===== src/rtl/traffic_light_monitor.sv =====
// -----------------------------------------------------------------------------
// traffic_light_monitor
//
// Receive-side checker for the 4-road lamp vector driven by the traffic light
// controller. Samples `light` every clock, tracks the active road and phase,
// times green/yellow/all-red durations, enforces round-robin road order
// (0->1->2->3->0) and latches the first violation as a sticky fault.
//
// Ports:
//   clk          system clock, rising edge
//   rst          synchronous, active-high reset (also clears a latched fault)
//   light[11:0]  road k lamps at light[3k+2:3k] = {red, yellow, green}
//   active_road  road holding green/yellow (last granted road during all-red)
//   phase        0=SYNC, 1=GREEN, 2=YELLOW, 3=ALLRED (frozen once faulted)
//   cycle_done   one-cycle pulse when road 3 leaves yellow legally
//   fault        sticky violation flag
//   fault_code   1 ENCODING, 2 CONFLICT, 3 SEQUENCE, 4 GREEN_TIME,
//                5 YELLOW_TIME, 6 STALL (0 = none)
//   cycle_cnt    completed rotations
//
// Build option: define TLM_CYCLE_COUNT_EN to enable the saturating rotation
// counter on cycle_cnt; otherwise cycle_cnt is tied to zero.
// -----------------------------------------------------------------------------
module traffic_light_monitor #(
  parameter int GREEN_CYC  = 20,
  parameter int YELLOW_CYC = 5,
  parameter int ALLRED_MAX = 2,
  parameter int SYNC_MAX   = 64
) (
  input  logic        clk,
  input  logic        rst,
  input  logic [11:0] light,
  output logic [1:0]  active_road,
  output logic [1:0]  phase,
  output logic        cycle_done,
  output logic        fault,
  output logic [2:0]  fault_code,
  output logic [15:0] cycle_cnt
);

  typedef enum logic [2:0] {ST_SYNC, ST_GREEN, ST_YELLOW, ST_ALLRED, ST_FAULT} state_t;

  localparam logic [2:0] FC_NONE     = 3'd0;
  localparam logic [2:0] FC_ENCODING = 3'd1;
  localparam logic [2:0] FC_CONFLICT = 3'd2;
  localparam logic [2:0] FC_SEQUENCE = 3'd3;
  localparam logic [2:0] FC_GREEN_T  = 3'd4;
  localparam logic [2:0] FC_YELLOW_T = 3'd5;
  localparam logic [2:0] FC_STALL    = 3'd6;

  localparam logic [7:0] GREEN_LIM  = 8'(GREEN_CYC);
  localparam logic [7:0] YELLOW_LIM = 8'(YELLOW_CYC);
  localparam logic [7:0] ALLRED_LIM = 8'(ALLRED_MAX);
  localparam logic [7:0] SYNC_LIM   = 8'(SYNC_MAX);

  state_t      state_q, state_d;
  logic [1:0]  road_d, phase_d, grn_idx, nxt_road;
  logic [7:0]  cnt_q, cnt_d, cnt_inc;   // one duration counter shared by all phases
  logic        first_q, first_d;        // first green after sync may be short
  logic [2:0]  code_d;
  logic        done_d;
  logic [3:0]  red, yel, grn, lamp_ok, nonred;
  logic        enc_err, conf_err, all_red;
  logic        err_seq, err_gt, err_yt, err_stall, legal_exit;

  // Lamp decode
  always_comb begin
    red = '0; yel = '0; grn = '0; lamp_ok = '0;
    for (int k = 0; k < 4; k++) begin
      red[k]     = light[3*k+2];
      yel[k]     = light[3*k+1];
      grn[k]     = light[3*k];
      lamp_ok[k] = (light[3*k +: 3] == 3'b100) || (light[3*k +: 3] == 3'b010) ||
                   (light[3*k +: 3] == 3'b001);
    end
  end

  always_comb begin
    grn_idx = '0;
    for (int k = 0; k < 4; k++) if (grn[k]) grn_idx = 2'(k);
  end

  assign nonred   = ~red;
  assign enc_err  = ~&lamp_ok;
  assign conf_err = (nonred & (nonred - 4'd1)) != 4'd0;   // more than one bit set
  assign all_red  = &red;
  assign nxt_road = active_road + 2'd1;                   // wraps 3 -> 0
  assign cnt_inc  = (cnt_q == 8'hFF) ? cnt_q : cnt_q + 8'd1;

  // Next-state and check logic. With no ENCODING/CONFLICT error at most one
  // road is non-red, so "active road green" implies all others are red.
  // NOTE: every combinational output gets a default first; a path that leaves
  // one unassigned would infer a latch.
  always_comb begin
    state_d    = state_q;
    road_d     = active_road;
    cnt_d      = cnt_q;
    first_d    = first_q;
    err_seq    = 1'b0;
    err_gt     = 1'b0;
    err_yt     = 1'b0;
    err_stall  = 1'b0;
    legal_exit = 1'b0;
    code_d     = FC_NONE;
    done_d     = 1'b0;
    phase_d    = phase;

    unique case (state_q)
      ST_SYNC: begin
        if (|grn) begin
          state_d = ST_GREEN; road_d = grn_idx; cnt_d = 8'd1; first_d = 1'b1;
        end else begin
          cnt_d = cnt_inc;
          if (cnt_inc > SYNC_LIM) err_stall = 1'b1;
        end
      end
      ST_GREEN: begin
        if (grn[active_road]) begin
          cnt_d = cnt_inc;
          if (cnt_inc > GREEN_LIM) err_gt = 1'b1;
        end else if (yel[active_road]) begin
          if (cnt_q != GREEN_LIM && !first_q) err_gt = 1'b1;
          else begin
            state_d = ST_YELLOW; cnt_d = 8'd1; first_d = 1'b0;
          end
        end else begin
          err_seq = 1'b1;
        end
      end
      ST_YELLOW: begin
        if (yel[active_road]) begin
          cnt_d = cnt_inc;
          if (cnt_inc > YELLOW_LIM) err_yt = 1'b1;
        end else if (grn[active_road]) begin
          err_seq = 1'b1;
        end else if (all_red || grn[nxt_road]) begin
          if (cnt_q != YELLOW_LIM) err_yt = 1'b1;
          else begin
            legal_exit = 1'b1;
            cnt_d      = 8'd1;
            if (all_red) state_d = ST_ALLRED;
            else begin
              state_d = ST_GREEN; road_d = nxt_road;
            end
          end
        end else begin
          err_seq = 1'b1;   // wrong road green, or another road yellow
        end
      end
      ST_ALLRED: begin
        if (all_red) begin
          cnt_d = cnt_inc;
          if (cnt_inc > ALLRED_LIM) err_stall = 1'b1;
        end else if (grn[nxt_road]) begin
          state_d = ST_GREEN; road_d = nxt_road; cnt_d = 8'd1;
        end else begin
          err_seq = 1'b1;
        end
      end
      default: ;            // ST_FAULT: everything holds, no checks
    endcase

    if (state_q != ST_FAULT) begin
      if      (enc_err)   code_d = FC_ENCODING;
      else if (conf_err)  code_d = FC_CONFLICT;
      else if (err_seq)   code_d = FC_SEQUENCE;
      else if (err_gt)    code_d = FC_GREEN_T;
      else if (err_yt)    code_d = FC_YELLOW_T;
      else if (err_stall) code_d = FC_STALL;
    end

    if (code_d != FC_NONE) begin
      state_d = ST_FAULT; road_d = active_road; cnt_d = cnt_q; first_d = first_q;
    end else begin
      done_d = legal_exit && (active_road == 2'd3);
    end

    unique case (state_d)
      ST_SYNC:   phase_d = 2'd0;
      ST_GREEN:  phase_d = 2'd1;
      ST_YELLOW: phase_d = 2'd2;
      ST_ALLRED: phase_d = 2'd3;
      default:   phase_d = phase;   // frozen while faulted
    endcase
  end

  // NOTE: sequential state uses non-blocking assignments so every register
  // samples the pre-edge values, independent of statement order.
  always_ff @(posedge clk) begin
    if (rst) begin
      state_q     <= ST_SYNC;
      active_road <= '0;
      phase       <= '0;
      cnt_q       <= '0;
      first_q     <= 1'b0;
      cycle_done  <= 1'b0;
      fault       <= 1'b0;
      fault_code  <= FC_NONE;
    end else begin
      state_q     <= state_d;
      active_road <= road_d;
      phase       <= phase_d;
      cnt_q       <= cnt_d;
      first_q     <= first_d;
      cycle_done  <= done_d;
      if (code_d != FC_NONE) begin
        fault      <= 1'b1;
        fault_code <= code_d;
      end
    end
  end

`ifdef TLM_CYCLE_COUNT_EN
  // Counts on the same edge that raises cycle_done; done_d is never set while
  // faulted, so the count freezes in FAULT.
  always_ff @(posedge clk) begin
    if (rst)                                cycle_cnt <= '0;
    else if (done_d && cycle_cnt != 16'hFFFF) cycle_cnt <= cycle_cnt + 16'd1;
  end
`else
  assign cycle_cnt = '0;
`endif

endmodule


===== config.mk =====
export PLATFORM = sky130hd
export DESIGN_NAME = traffic_light_monitor
export DESIGN_NICKNAME = d
export VERILOG_FILES = /design/src/rtl/traffic_light_monitor.sv
export SDC_FILE = /design/constraint.sdc
export NUM_CORES = 1
export LEC_CHECK = 0
export BUFFER_PORTS_ARGS = -buffer_cell sky130_fd_sc_hd__clkbuf_2
export CORE_AREA = 4 4 63 89
export DETAILED_ROUTE_END_ITERATION = 10
export DIE_AREA = 0 0 67 93
export PLACE_DENSITY = 0.56
export REMOVE_ABC_BUFFERS = 1
export SLEW_MARGIN = 10
export SYNTH_ARGS = -nofsm -noshare
export SYNTH_HDL_FRONTEND = slang
export SYNTH_SLANG_ARGS = --single-unit

===== constraint.sdc =====
create_clock -name clk -period 3.7 [get_ports clk]
set_input_delay 0.925 -clock clk [delete_from_list [all_inputs] [get_ports clk]]
set_output_delay 0.925 -clock clk [all_outputs]
set_load 0.05 [all_outputs]

==> flow_metrics.tcl <==
set metrics [dict create \
    cts-root-buf "clkbuf_8" \
    gp_congestion 0.8145 \
    ff2ff_path_depth 10 \
    tritoncts "yes" \
    io_buffers 22 \
    final_nets 276 \
    core-area_um2 4767 \
    worst_slew_pin_slew_ns 0.6003 \
    netSwitchingFraction 0.3433 \
    cpPeakStageDelay_ns 0.49 \
    cp_num_buf_inv 1 \
    seqPwrFrac 0.458 \
    clockBufferDepth 2 \
    grt_remaining_overflow 0 \
    end_kind "flop" \
    use_met1 0.1780 \
    area_growth_pct 7.243 \
    avgSynthCellArea_um2 7.781 \
    yosys.area.top_type_share 0.2233 \
    top_usage_layer "met2" \
    path_cells "ha_1 > and2_1 > a21oi_1 > o32ai_1 > a311o_1 > nand4_2 > nor4b_4 > buf_4 > a41oi_1 > a211oi_1" \
    status "completed" \
    cp_max_fo 15 \
    synth_area_leaders "dfxtp_1 (22%), nor2_1 (6.8%), buf_4 (6.4%)" \
    p_comb_frac 0.233 \
    synth_cell_types 64 \
    hp-class "flop to flop" \
    internal-power_uw 339.7 \
    p_switching_uw 177.6 \
    ys.flop_type "dfxtp_1" \
    wl_per_cell_um 14.62 \
    ys_ff_latch 21 \
    drc_errors 0 \
    hold_viol 0 \
    syn_inst 242 \
    yosys_warnings 0 \
    maxSlewHeadroom 0.5990 \
    fin_setup_tns_ns 0 \
    hold_buffers 0 \
    fmax_mhz 332.2 \
    min_period_ns 3.010 \
    whs_path_depth 2 \
    grt_antenna_before_repair 0 \
    syn_area_um2 1883 \
    drive_above_1_share 0.1595 \
    grt_pass1_wl_mm 7.769 \
    reg2reg_setup_slack_ns 0.69 \
    crit_cells 10 \
    start_util 0.3950 \
    cts_buffers 3 \
    cts_resized 0 \
    vias 1738 \
    cts_setup_buffers 0 \
    multi_input_area_um2 1311 \
    critPathArrivalTime_ns 3.19 \
    path_clk_slew_ns 0.08 \
    drt_iter0_markers 92 \
    critPathRequiredTime_ns 3.88 \
    cp-start-kind "flop" \
    clock-sinks 21 \
    ios 39 \
    vias_per_cell 5.414 \
    setup_viol 0 \
    clk_latency_ns 0.27 \
    crit_family "compound AO/OA/AOI/OAI gates" \
    yosysSeqAreaShare 0.2233 \
    rows 30 \
    yosysMostFrequentCell "nor2_1" \
    dieArea_um2 6231 \
    synth_top_area_cell "dfxtp_1" \
    fin_crit_sh 0.8135 \
    die_w_um 67 \
    powerDensity_nw_per_um2 256.1 \
    drv_slew 0 \
    synthTopCellsByCount "nor2_1 (34), dfxtp_1 (21), buf_4 (16)" \
    timing.hold.ws_ns 0.4802 \
    grt_max_degree 23 \
    rsz0062_at_grt "false" \
    post-dp-hpwl_mm 3.762 \
    synth_edf_count 0 \
    path_class "flop to flop" \
    grt_util_met3 0.01563 \
    vdd_drop_max_mv 0.1101 \
    die_h_um 93 \
    setup_ws_ns 0.6899 \
    critPathSlowestCell "dfxtp_1" \
    grtUsageMet2 0.2896 \
    h-tree-depth 1 \
    regArea_um2 420.4 \
    place_ws_ns 0.4389 \
    dr.pass1.iters 4 \
    antenna_left 0 \
    first_global_vias 1665 \
    finalClockSkew_ns 0.002716 \
    drv_cap 0 \
    wl_mm 4.692 \
    gr-usage-all-layers 0.1588 \
    p_leak_nw 0.7780 \
    postSynth.asyncResetShare 0 \
    antennaDiodeCount 0 \
    fillers 520 \
    clkPwrFrac 0.310 \
]
[state kept, by name (all words and copies together) (netlist names)]
register     cells
active_road      2
cnt_q            8
cycle_done       1
fault            1
fault_code       3
first_q          1
phase            2
state_q          3
[stage by stage]
step	power [mW]	instances	cell area, µm²	util
floorplan	0.3299	228	1758	-
CTS	0.5222	321	2019	0.4236
detailed placement	0.3618	317	1971	0.4134
finish	0.5173	321	2019	0.4236
global route	0.5439	321	2019	0.4236
global placement	0.3624	317	1971	0.4134
[cells by family after synthesis]
family	after synthesis	synth area share
muxes	11	0.07907
xor gates and xnor gates	5	0.02326
adders and majority gates	5	0.03189
DFF	21	0.2233
AOI/OAI and AO/OA	65	0.2485
buffers and inverters	36	0.1103
and+or+nand+nor	98	0.2817
other	1	0.001991
[cell usage in the layout, fill, tap and decap left out, types with 3 or more instances in the layout]
cell,Yosys,routed
buf_4,16,3
ha_1,4,4
nor3_1,7,7
and4_1,5,5
nand2_1,15,15
and2_1,4,4
mux2i_1,7,7
xnor2_1,3,3
a211oi_1,5,5
clkbuf_2,0,22
inv_1,7,7
o22ai_1,3,3
o21ai_0,10,10
mux4_2,3,3
nand3_1,4,4
a21o_1,4,4
nor2_1,34,34
nand4_1,4,4
a21oi_1,13,13
clkbuf_8,0,3
conb_1,1,16
dfxtp_1,21,21
a31oi_1,4,4
nand2b_1,6,6
[worst reg2reg max path, cell delays in order (launching register included)]
cell,delay [ns]
dfxtp_1,0.49
ha_1,0.41
and2_1,0.26
a21oi_1,0.08
o32ai_1,0.33
a311o_1,0.29
nand4_2,0.15
nor4b_4,0.29
buf_4,0.27
a41oi_1,0.14
a211oi_1,0.23
[path summary, 6_finish.rpt]
kind             from  endpoint
min reg2reg   first_q   first_q
max reg2reg  cnt_q[0]  cnt_q[4]
max          cnt_q[0]  cnt_q[4]
min           first_q   first_q
[per-layer routing]
| metal | share of wire | up-vias |
|---|---|---|
| met5 | 0 | - |
| met3 | 0.036 | 8 |
| met2 | 0.54 | 37 |
| li1 | - | 899 |
| met4 | 0.025 | 0 |
| met1 | 0.40 | 794 |
[area by class of cell]
cell class                 instances  share of cell area
clock buffer                       3             0.02045
clock inverter                     1            0.003717
inverter                           7             0.01301
multi-input combinational        200              0.6493
sequential                        21              0.2082
tap                               64             0.03965
timing repair buffer              25             0.06568
[power groups by stage]
stage | clock (mW) | combinational (mW) | sequential, mW
after global placement | 0 | 0.120 | 0.242
after CTS | 0.165 | 0.120 | 0.237
final | 0.160 | 0.120 | 0.237
after global routing | 0.175 | 0.131 | 0.238
after floorplan | 0 | 0.0814 | 0.249
after detailed placement | 0 | 0.120 | 0.242
Note: power is estimated with default switching activity, not from simulation.
